### config.mk
export PLATFORM = sky130hd
export DESIGN_NAME = instr_fetch_unit_flat
export DESIGN_NICKNAME = d
export VERILOG_FILES = /design/src/rtl/instr_fetch_unit_if.sv /design/src/rtl/instr_fetch_unit.sv /design/src/flat_wrapper.sv
export SDC_FILE = /design/constraint.sdc
export NUM_CORES = 1
export LEC_CHECK = 0
export ABC_AREA = 1
export CAP_MARGIN = 5
export CORE_UTILIZATION = 55
export CTS_CLUSTER_DIAMETER = 120
export DETAILED_ROUTE_END_ITERATION = 8
export PLACE_DENSITY = 0.77
export SLEW_MARGIN = 20
export SYNTH_ARGS = -nofsm -noshare
export SYNTH_HDL_FRONTEND = slang
export SYNTH_SLANG_ARGS = --single-unit
### constraint.sdc
create_clock -name clk -period 9.15 [get_ports clk]
set_input_delay 0.915 -clock clk [delete_from_list [all_inputs] [get_ports clk]]
set_output_delay 0.915 -clock clk [all_outputs]
set_load 0.02 [all_outputs]
### src/rtl/instr_fetch_unit_if.sv
// Fetch-unit bus: control from EX/ID, the instruction-memory handshake, and the word presented to IF/ID.
interface instr_fetch_unit_if;
  logic        ifu_jump_flag_in;
  logic [31:0] ifu_jump_addr_in;
  logic        ifu_hold_in;
  logic        ifu_mem_req_out;
  logic [31:0] ifu_mem_addr_out;
  logic        ifu_mem_gnt_in;
  logic        ifu_mem_rvalid_in;
  logic [31:0] ifu_mem_rdata_in;
  logic [31:0] ifu_instr_addr_out;
  logic [31:0] ifu_instr_out;
  logic        ifu_instr_valid_out;

  modport master (
    input  ifu_jump_flag_in, ifu_jump_addr_in, ifu_hold_in,
    input  ifu_mem_gnt_in, ifu_mem_rvalid_in, ifu_mem_rdata_in,
    output ifu_mem_req_out, ifu_mem_addr_out,
    output ifu_instr_addr_out, ifu_instr_out, ifu_instr_valid_out
  );

  modport slave (
    output ifu_jump_flag_in, ifu_jump_addr_in, ifu_hold_in,
    output ifu_mem_gnt_in, ifu_mem_rvalid_in, ifu_mem_rdata_in,
    input  ifu_mem_req_out, ifu_mem_addr_out,
    input  ifu_instr_addr_out, ifu_instr_out, ifu_instr_valid_out
  );
endinterface

### src/rtl/instr_fetch_unit.sv
// In-order instruction fetch: PC, credit-limited memory requests, return buffer; word visible 1 cycle after rvalid.
// Back-pressure: hold freezes the head word; requests stop once buffered + outstanding words fill the buffer.
module instr_fetch_unit #(
  parameter logic [31:0] RESET_PC        = 32'h0000_0000,
  parameter int          MAX_OUTSTANDING = 2,
  parameter int          FIFO_DEPTH      = 2
) (
  input  logic                clk,
  input  logic                rst,
  instr_fetch_unit_if.master  bus
);

  localparam logic [31:0] INSTR_NOP = 32'h0000_0013;
  localparam int          CW        = $clog2(FIFO_DEPTH + 1);
  localparam int          PW        = (FIFO_DEPTH > 1) ? $clog2(FIFO_DEPTH) : 1;
  localparam logic [CW:0] DEPTH_C   = (CW + 1)'(FIFO_DEPTH);
  localparam logic [CW:0] MAXO_C    = (CW + 1)'(MAX_OUTSTANDING);

  logic [31:0]   pc;
  logic [CW-1:0] outstanding;
  logic [CW-1:0] discard;
  logic [CW-1:0] fifo_cnt;
  logic [PW-1:0] wr_ptr;
  logic [PW-1:0] rd_ptr;
  logic [31:0]   fifo_addr [FIFO_DEPTH];
  logic [31:0]   fifo_data [FIFO_DEPTH];
  logic [31:0]   tq_mem [4];
  logic [1:0]    tq_wr;
  logic [1:0]    tq_rd;

  logic jump, rv_eff, credit_ok, req, fire;
  logic fifo_empty, fifo_full, push, pop;
  logic unused_addr_lsb;

  function automatic logic [PW-1:0] nxt(input logic [PW-1:0] p);
    return (p == PW'(FIFO_DEPTH - 1)) ? '0 : p + PW'(1);
  endfunction

  assign jump       = bus.ifu_jump_flag_in;
  assign rv_eff     = bus.ifu_mem_rvalid_in && (outstanding != '0);
  assign credit_ok  = ({1'b0, outstanding} < MAXO_C) &&
                      (({1'b0, fifo_cnt} + {1'b0, outstanding}) < DEPTH_C);
  assign req        = rst && !jump && credit_ok;
  assign fire       = req && bus.ifu_mem_gnt_in;
  assign fifo_empty = (fifo_cnt == '0);
  assign fifo_full  = (fifo_cnt == CW'(FIFO_DEPTH));
  // Returns owed to a superseded PC stream are dropped while discard counts down.
  assign push       = rv_eff && !jump && (discard == '0);
  assign pop        = !fifo_empty && !bus.ifu_hold_in && !jump;

  assign bus.ifu_mem_req_out     = req;
  assign bus.ifu_mem_addr_out    = pc;
  assign bus.ifu_instr_valid_out = !fifo_empty;
  assign bus.ifu_instr_out       = fifo_empty ? INSTR_NOP : fifo_data[rd_ptr];
  assign bus.ifu_instr_addr_out  = fifo_empty ? 32'h0 : fifo_addr[rd_ptr];
  assign unused_addr_lsb         = ^bus.ifu_jump_addr_in[1:0];

  always_ff @(posedge clk or negedge rst) begin
    if (!rst) begin
      pc          <= RESET_PC;
      outstanding <= '0;
      discard     <= '0;
      fifo_cnt    <= '0;
      wr_ptr      <= '0;
      rd_ptr      <= '0;
      tq_wr       <= '0;
      tq_rd       <= '0;
    end else begin
      if (fire)   tq_wr <= tq_wr + 2'd1;
      if (rv_eff) tq_rd <= tq_rd + 2'd1;
      outstanding <= outstanding + CW'(fire) - CW'(rv_eff);
      if (jump) begin
        pc       <= {bus.ifu_jump_addr_in[31:2], 2'b00};
        discard  <= outstanding - CW'(rv_eff);
        fifo_cnt <= '0;
        wr_ptr   <= '0;
        rd_ptr   <= '0;
      end else begin
        if (fire) pc <= pc + 32'd4;
        if (rv_eff && (discard != '0)) discard <= discard - CW'(1);
        if (push) wr_ptr <= nxt(wr_ptr);
        if (pop)  rd_ptr <= nxt(rd_ptr);
        fifo_cnt <= fifo_cnt + CW'(push) - CW'(pop);
      end
    end
  end

  // Storage arrays carry no reset; occupancy is tracked by the counters above.
  always_ff @(posedge clk) begin
    if (fire) tq_mem[tq_wr] <= pc;
    if (push) begin
      fifo_addr[wr_ptr] <= tq_mem[tq_rd];
      fifo_data[wr_ptr] <= bus.ifu_mem_rdata_in;
    end
  end

  assert property (@(posedge clk) disable iff (!rst) !(push && fifo_full && !pop));

endmodule
### src/flat_wrapper.sv
// flat-port wrapper written by rule: the top's interface ports become plain ports
module instr_fetch_unit_flat 
#(
  parameter logic [31:0] RESET_PC        = 32'h0000_0000,
  parameter int          MAX_OUTSTANDING = 2,
  parameter int          FIFO_DEPTH      = 2
)
  (clk, rst, bus_ifu_jump_flag_in, bus_ifu_jump_addr_in, bus_ifu_hold_in, bus_ifu_mem_gnt_in, bus_ifu_mem_rvalid_in, bus_ifu_mem_rdata_in, bus_ifu_mem_req_out, bus_ifu_mem_addr_out, bus_ifu_instr_addr_out, bus_ifu_instr_out, bus_ifu_instr_valid_out);
  instr_fetch_unit_if bus_i ();
  input  logic clk;
  input  logic rst;
  input wire logic [$bits(bus_i.ifu_jump_flag_in)-1:0] bus_ifu_jump_flag_in;
  input wire logic [$bits(bus_i.ifu_jump_addr_in)-1:0] bus_ifu_jump_addr_in;
  input wire logic [$bits(bus_i.ifu_hold_in)-1:0] bus_ifu_hold_in;
  input wire logic [$bits(bus_i.ifu_mem_gnt_in)-1:0] bus_ifu_mem_gnt_in;
  input wire logic [$bits(bus_i.ifu_mem_rvalid_in)-1:0] bus_ifu_mem_rvalid_in;
  input wire logic [$bits(bus_i.ifu_mem_rdata_in)-1:0] bus_ifu_mem_rdata_in;
  output wire logic [$bits(bus_i.ifu_mem_req_out)-1:0] bus_ifu_mem_req_out;
  output wire logic [$bits(bus_i.ifu_mem_addr_out)-1:0] bus_ifu_mem_addr_out;
  output wire logic [$bits(bus_i.ifu_instr_addr_out)-1:0] bus_ifu_instr_addr_out;
  output wire logic [$bits(bus_i.ifu_instr_out)-1:0] bus_ifu_instr_out;
  output wire logic [$bits(bus_i.ifu_instr_valid_out)-1:0] bus_ifu_instr_valid_out;
  assign bus_i.ifu_jump_flag_in = bus_ifu_jump_flag_in;
  assign bus_i.ifu_jump_addr_in = bus_ifu_jump_addr_in;
  assign bus_i.ifu_hold_in = bus_ifu_hold_in;
  assign bus_i.ifu_mem_gnt_in = bus_ifu_mem_gnt_in;
  assign bus_i.ifu_mem_rvalid_in = bus_ifu_mem_rvalid_in;
  assign bus_i.ifu_mem_rdata_in = bus_ifu_mem_rdata_in;
  assign bus_ifu_mem_req_out = bus_i.ifu_mem_req_out;
  assign bus_ifu_mem_addr_out = bus_i.ifu_mem_addr_out;
  assign bus_ifu_instr_addr_out = bus_i.ifu_instr_addr_out;
  assign bus_ifu_instr_out = bus_i.ifu_instr_out;
  assign bus_ifu_instr_valid_out = bus_i.ifu_instr_valid_out;
  instr_fetch_unit #(.RESET_PC(RESET_PC), .MAX_OUTSTANDING(MAX_OUTSTANDING), .FIFO_DEPTH(FIFO_DEPTH)) u_core (.clk(clk), .rst(rst), .bus(bus_i));
endmodule
After elaboration in Yosys (flattened, before gate mapping)
Memory sizes are Yosys's and may differ from the RTL's.
Cells that the tools add are included.
- register bits after elaboration: 44
- output and inout bits: 98
- memories kept: 3
- memory bits (writable): 256
- bits of input ports: 70
- memories (name ; words ; bits a word ; read ports ; clocked after memory_dff ; write ports ; RTL line ; source):
    u_core.tq_mem ; 4 ; 32 ; 1 ; 0 ; 1 ; instr_fetch_unit.sv:27 ; logic [31:0] tq_mem [4];
    u_core.fifo_addr ; 2 ; 32 ; 1 ; 0 ; 1 ; instr_fetch_unit.sv:25 ; logic [31:0] fifo_addr [FIFO_DEPTH];
    u_core.fifo_data ; 2 ; 32 ; 1 ; 0 ; 1 ; instr_fetch_unit.sv:26 ; logic [31:0] fifo_data [FIFO_DEPTH];
- mux-type cells: 17
- magnitude comparators: 2
- reduce and logical (&&, ||, !) cells: 21
- add/subtract/negate cells: 12
- operator list (operator ; number):
    2-to-1 mux 32 bit ; 4
    adder 32 x 3 -> 32 bit (second input constant) ; 1
    nonzero test 2 bit ; 6
    logical AND 1 bit ; 10
    2-to-1 mux 1 bit ; 10
    2-to-1 mux 2 bit ; 3
    subtractor 2 x 1 -> 2 bit ; 3
    adder 2 x 1 -> 2 bit ; 2
    adder 2 x 1 -> 2 bit (second input constant) ; 2
    zero test 2 bit ; 2
    adder 2 x 2 -> 3 bit ; 1
    zero test 1 bit ; 3
    less-than comparator 3 x 2 -> 1 bit (second input constant) ; 1
    adder 1 bit (second input constant) ; 2
    less-than comparator 2 bit (second input constant) ; 1
    subtractor 2 x 1 -> 2 bit (second input constant) ; 1

Depth between registers and ports, before layout
Gate-level depths: netlist of run 1.
- depth after elaboration: 7
- mapped depth: 10

Worst setup path before layout of run 1
No wires, ideal clock.
- path type: input to register
- from: input port bus_ifu_jump_flag_in
- to: memory u_core.fifo_addr[1][10], enable pin
- buffers on the path: 0
- required time: 8.591 ns
- setup slack: 3.181 ns
- cell stages on the path: 3
- arrival time: 5.411 ns
- cells stage by stage: inv_1 nand2_1 nor3_1
- cells in the longest elaborated chain, start to end: 5
- ends and longest elaborated chain (item ; RTL line ; source):
    start: declaration ; flat_wrapper.sv:12 ; input wire logic [$bits(bus_i.ifu_jump_flag_in)-1:0] bus_ifu_jump_flag_in;
    zero test 1 bit ; instr_fetch_unit.sv:48 ; assign push = rv_eff && !jump && (discard == '0);
    logical AND 1 bit (2 in series) ; instr_fetch_unit.sv:48 ;
    2-to-1 mux 1 bit ; instr_fetch_unit.sv:91 ; if (push) begin
    2-to-1 mux 1 bit (implied by the code) ; instr_fetch_unit.sv:92 ; fifo_addr[wr_ptr] <= tq_mem[tq_rd];
    end: declaration ; instr_fetch_unit.sv:25 ;
No other way between the ends.

Worst setup path after layout of run 1
- from: register u_core.rd_ptr
- to: output port bus_ifu_instr_addr_out[26]
- cells in the longest elaborated chain, start to end: 2
- ends and longest elaborated chain (item ; RTL line ; source):
    start: declaration ; instr_fetch_unit.sv:24 ; logic [PW-1:0] rd_ptr;
    start signal: assignment ; instr_fetch_unit.sv:82 ; if (pop) rd_ptr <= nxt(rd_ptr);
    memory read (2 x 32 bit) ; n/a ;
    2-to-1 mux 32 bit ; instr_fetch_unit.sv:55 ; assign bus.ifu_instr_addr_out = fifo_empty ? 32'h0 : fifo_addr[rd_ptr];
    end: declaration ; flat_wrapper.sv:20 ; output wire logic [$bits(bus_i.ifu_instr_addr_out)-1:0] bus_ifu_instr_addr_out;
No other way between the ends.

==> impl_metrics.env, run 1 <==
export IMPL_end_kind="output pin"
export IMPL_leakage_nw=5.33
export IMPL_drt_wl_total_mm=25.5
export IMPL_cts_sinks=286
export IMPL_layout_setup_ws_ps=4810
export IMPL_cts_setup_buffers=0
export IMPL_crit_path_max_fanout=64
export IMPL_routed_via_density=5.48
export IMPL_rows=53
export IMPL_critPathTopFamily="buffers and inverters"
export IMPL_cts_hold_buf=0
export IMPL_clockBufferDepth=3
export IMPL_cts_resized=0
export IMPL_die_h_um=150
export IMPL_slew_headroom=0.336
export IMPL_nets=1290
export IMPL_layout_commonest_cell="nand2_1"
export IMPL_post_route_drc_count=0
export IMPL_synthesis_instances=1057
export IMPL_cp_start_kind="flop"
export IMPL_arrival_ps=3420
export IMPL_min_path_type="in2async"
export IMPL_most_common_layout_cells="nand2_1 (265), edfxtp_1 (244), clkdlybuf4s50_1 (160)"
export IMPL_fin_skew_ps=11.7
export IMPL_post_place_ws_ps=5470
export IMPL_synth_edf_count=244
export IMPL_grt_max_degree=65
export IMPL_ir_drop_uv=156
export IMPL_antenna_found_initial=0
export IMPL_fp_dieW_um=150
export IMPL_worstPathCellList="buf_4 > clkinv_2 > nand2_1 > a21oi_1 > clkdlybuf4s50_1"
export IMPL_critPathMaxStageDelay_ps=970
export IMPL_hold_viol=0
export IMPL_syn_cell_area_um2=12000
export IMPL_crit_required_ps=8240
export IMPL_dp_hpwl_mm=15.1
export IMPL_setup_viol=0
export IMPL_cap_violations=0
export IMPL_yosysWarnings=0
export IMPL_period_minus_slack_ps=4340
export IMPL_syn_area_per_cell_um2=11.3
export IMPL_clock_latency_ps=540
export IMPL_synth_seq_cells=286
export IMPL_ant_nets=0
export IMPL_drive_above_1_share=0.0740
export IMPL_outcome="complete, no violations"
export IMPL_rsz0062_at_grt="no"
export IMPL_ioPinCount=168
export IMPL_critPathBufInv=3
export IMPL_worst_pin_slew_ps=994
export IMPL_cts_made_buffers=28
export IMPL_h_tree_depth=1
export IMPL_grt_remaining_overflow=0
export IMPL_ys_seq_area_frac=0.699
export IMPL_start_util=0.565
export IMPL_fmax_mhz=231
export IMPL_core_area_um2=21200
export IMPL_port_buffers=161
export IMPL_crit_slowest_cell="clkinv_2"
export IMPL_tritoncts="built"
export IMPL_wl_per_cell_um=16.9
export IMPL_place_congestion=0.869
export IMPL_num_antenna_cells=0
export IMPL_drtIter0Drc=485
export IMPL_area_delta_synth_final_pct=23.3
export IMPL_num_vias=8248
export IMPL_grt_pass1_vias=8106
export IMPL_synthFlopType="edfxtp_1"
export IMPL_ys_types=35
export IMPL_design_die_area_um2=22400
export IMPL_ctsRootBufferMaster="clkbuf_16"
export IMPL_grt_pass1_wl_mm=39.7
export IMPL_clkTransAtPathRegs_ps=60
export IMPL_total_power_w=0.00392
export IMPL_tns_ps=0
export IMPL_track_usage=0.229
export IMPL_async_flop_share=0.147
export IMPL_p_per_area_nw_per_um2=265
export IMPL_slew_viol_final=0
export IMPL_drtPass1Iterations=5
export IMPL_finalCritPeriodShare=0.474
export IMPL_crit_type="reg2out"
-- logic make-up (layout without fill, tap and decap cells) --
kind of cell               Yosys count  count (layout)  share of synthesized area
AOI/OAI and AO/OA                  183             183                     0.0821
xor gates and xnor gates            11              11                    0.00803
adders and majority gates           11              11                     0.0121
buffers and inverters              114             284                     0.0409
DFF                                286             286                      0.699
other                                1               4                   0.000313
and+or+nand+nor                    451             451                      0.158
-- final timing paths --
| kind | start | end | slack [ps] | depth (start not counted) |
|---|---|---|---|---|
| max | u_core.rd_ptr | bus_ifu_instr_addr_out[26] | 4810 | 5 |
| min | rst | u_core.bus.ifu_mem_addr_out[27] | 470 | 2 |
| max reg2reg | u_core.fifo_cnt[0] | u_core.tq_mem[2][9] | 6400 | 6 |
| min reg2reg | u_core.wr_ptr | u_core.wr_ptr | 560 | 1 |
| max in group asynchronous | rst | u_core.rd_ptr | 8220 | 2 |
| min in group clk | u_core.wr_ptr | u_core.wr_ptr | 560 | 1 |
-- Yosys cell counts, types with 5 or more instances --
library cell	number	area share
o22ai_1	31	0.016
inv_1	59	0.018
nand3_1	54	0.023
xnor2_1	6	0.0044
buf_4	7	0.0044
o21bai_1	8	0.0050
nand2_1	265	0.083
nor2_1	102	0.032
clkbuf_1	28	0.0088
a21oi_1	60	0.025
dfrtp_1	42	0.088
xor2_1	5	0.0037
buf_2	12	0.0050
nor2_4	6	0.0056
ha_1	10	0.010
edfxtp_1	244	0.61
nand2_2	5	0.0026
nor2_2	10	0.0052
o21ai_0	80	0.033
-- cell type report --
cell class	instances	area, um2
flip-flops and latches	286	8380
fillers	1502	6440
multi-input cells	660	3180
repair buffers	170	1670
clock buffers	36	762
well taps	275	344
inverters	63	240
clock inverters	15	198
-- where the power goes --
group | total (W) | internal, W | switching [W]
Clock | 0.00118 | 0.000706 | 0.000472
Sequential | 0.00170 | 0.00160 | 0.0000915
Combinational | 0.00105 | 0.000369 | 0.000676
Total | 0.00392 | 0.00268 | 0.00124
-- through the flow --
| step | instance area [um2] | std cells | hold slack [ps] | utilization |
|---|---|---|---|---|
| floorplan | 12000 | 1060 | 459 | - |
| global placement | 13800 | 1454 | 532 | 0.651 |
| detailed placement | 13800 | 1454 | 546 | 0.651 |
| CTS | 14800 | 1505 | 475 | 0.696 |
| global route | 14800 | 1505 | 508 | 0.697 |
| finish | 14800 | 1505 | 468 | 0.697 |
-- flip-flops by register name (all words and copies together) (netlist names), 2 cells and up --
name	count
u_core.bus.ifu_mem_addr_out	30
u_core.fifo_cnt	2
u_core.tq_mem	120
u_core.outstanding	2
u_core.discard	2
u_core.fifo_data	64
u_core.tq_wr	2
u_core.fifo_addr	60
u_core.tq_rd	2
-- per-layer routing --
layer / wire, um / GRT usage
met3: 2050 / 0.0338
met5: 0 / 0
met4: 626 / 0.0894
met1: 10700 / 0.308
met2: 12100 / 0.378
(Power assumes the default switching activity.)
==> inputs of run 2 (changes only) <==
Settings changed: CORE_UTILIZATION 55 to 49, PLACE_DENSITY 0.77 to 0.73.
Clock period 9.15 ns to 3.5 ns, I/O delays scaled along.
==> run 2 against run 1 <==
Effect of this change: die area grew 12%; non-clock buffer count grew 10; critical path depth is the same; setup slack lost 4400 ps; global-route usage shrank 2.0 points; via count shrank 0.78%; first-iteration DRC count grew 38%; final area grew 1.5%; clock-buffer cell count grew 1; clock power grew to 2.7 times the previous value; sequential share of layout area shrank 0.83 points; largest power group unchanged.
==> impl_metrics.env, run 2 (synthesis gave the netlist of run 1 again) <==
export IMPL_cts_setup_buffers=0
export IMPL_drtIter0Drc=668
export IMPL_grt_remaining_overflow=0
export IMPL_multi_input_area_um2=3170
export IMPL_dp_cells=1508
export IMPL_port_buffers=161
export IMPL_h_tree_depth=1
export IMPL_reg_largest_list="u_core.tq_mem (120), u_core.fifo_data (64), u_core.fifo_addr (60)"
export IMPL_post_dp_cell_area_um2=14000
export IMPL_die_h_um=158
export IMPL_cts_made_buffers=29
export IMPL_most_common_layout_cells="nand2_1 (265), edfxtp_1 (244), clkdlybuf4s50_1 (160)"
export IMPL_crit_slowest_cell="clkdlybuf4s50_1"
export IMPL_worst_pin_slew_ps=861
export IMPL_fp_dieW_um=158
export IMPL_place_congestion=0.849
export IMPL_num_antenna_cells=0
export IMPL_cap_violations=0
export IMPL_routed_via_density=5.24
export IMPL_start_util=0.505
export IMPL_stdcell_area_um2=15000
export IMPL_track_usage=0.209
export IMPL_period_minus_slack_ps=3060
export IMPL_cts_hold_buf=0
export IMPL_clockBufferDepth=3
export IMPL_hold_viol=0
export IMPL_regToRegSetupSlack_ps=1020
export IMPL_end_kind="output pin"
export IMPL_largest_register_ffs=120
export IMPL_core_area_um2=23800
export IMPL_area_delta_synth_final_pct=25.1
export IMPL_antenna_found_initial=0
export IMPL_grt_pass1_wl_mm=40.5
export IMPL_finalCritPeriodShare=0.875
export IMPL_rows=56
export IMPL_critPathBufInv=3
export IMPL_nets=1301
export IMPL_drt_wl_total_mm=25.9
export IMPL_ioPinCount=168
export IMPL_slew_headroom=0.420
export IMPL_rsz0062_at_grt="no"
export IMPL_worstPathCellList="inv_2 > buf_12 > nand2_1 > a21oi_1 > clkdlybuf4s50_1"
export IMPL_setup_viol=0
export IMPL_crit_required_ps=3150
export IMPL_fin_skew_ps=19.0
export IMPL_dp_hpwl_mm=16.0
export IMPL_num_vias=8184
export IMPL_tns_ps=0
export IMPL_crit_type="reg2out"
export IMPL_ff_latch_area_um2=8380
export IMPL_grt_pass1_vias=7866
export IMPL_layout_commonest_cell="nand2_1"
export IMPL_leakage_nw=5.43
export IMPL_crit_path_max_fanout=51
export IMPL_fin_cells=1561
export IMPL_wl_per_cell_um=16.6
export IMPL_fillers=1798
export IMPL_drtPass1Iterations=5
export IMPL_ctsRootBufferMaster="clkbuf_16"
export IMPL_outcome="complete, no violations"
export IMPL_slew_viol_final=0
export IMPL_critPathTopFamily="buffers and inverters"
export IMPL_p_per_area_nw_per_um2=691
export IMPL_clkTransAtPathRegs_ps=60
export IMPL_cts_resized=0
export IMPL_ant_nets=0
export IMPL_grt_max_degree=63
export IMPL_critPathMaxStageDelay_ps=650
export IMPL_tritoncts="built"
export IMPL_design_die_area_um2=25100
export IMPL_fmax_mhz=327
export IMPL_cp_start_kind="flop"
export IMPL_ir_drop_uv=408
export IMPL_top_register="u_core.tq_mem"
export IMPL_min_path_type="in2async"
export IMPL_drive_above_1_share=0.0837
export IMPL_clock_latency_ps=550
export IMPL_arrival_ps=2710
export IMPL_post_route_drc_count=0
export IMPL_cts_sinks=286
==> run 2: power breakdown <==
| group | internal (W) | switching, W |
|---|---|---|
| Sequential | 0.00419 | 0.000257 |
| Combinational | 0.00100 | 0.00176 |
| Clock | 0.00194 | 0.00123 |
| Total | 0.00713 | 0.00324 |
==> run 2: cell type report <==
type                       count  share of cell area
sequential                   286               0.559
multi-input combinational    660               0.211
tap                          319              0.0266
clock inverter                16              0.0123
timing repair buffer         180               0.121
clock buffer                  37              0.0545
inverter                      63              0.0159
==> run 2: stage by stage <==
step | hold slack (ps) | power [W] | worst slack (ps) | util
2_1_floorplan | 54.4 | 0.00612 | 501 | -
5_1_grt | 53.8 | 0.0109 | 319 | 0.632
4_1_cts | 38.2 | 0.0104 | 421 | 0.632
3_5_place_dp | 562 | 0.00728 | 1010 | 0.589
6_report | 17.5 | 0.0104 | 438 | 0.632
3_3_place_gp | 533 | 0.00718 | 1030 | 0.589
==> run 2: path summary, 6_finish.rpt <==
kind / start / endpoint / cells after the start
max in group asynchronous: rst / u_core.rd_ptr / 2
worst max-delay path: u_core.rd_ptr / bus_ifu_instr_addr_out[22] / 5
worst min register to register: u_core.wr_ptr / u_core.wr_ptr / 1
worst min-delay path: rst / u_core.bus.ifu_mem_addr_out[13] / 2
min in group clk: rst / u_core.tq_wr[0] / 3
worst max register to register: u_core.fifo_cnt[0] / u_core.outstanding[1] / 8
==> run 2: per-layer routing <==
layer	wire length [um]	vias up	track usage	share of wire
met5	0	-	0	0
met3	1980	36	0.0354	0.076
li1	-	3963	-	-
met1	11100	3879	0.277	0.43
met4	491	0	0.0545	0.019
met2	12400	306	0.357	0.48
==> run 2: worst register-to-register path: stages (launching register included) <==
cell	delay (ps)
dfrtp_1	430
nand2_1	80
inv_1	40
fa_1	460
nor2_2	200
nand4_4	260
inv_2	540
ha_1	260
xor2_1	130
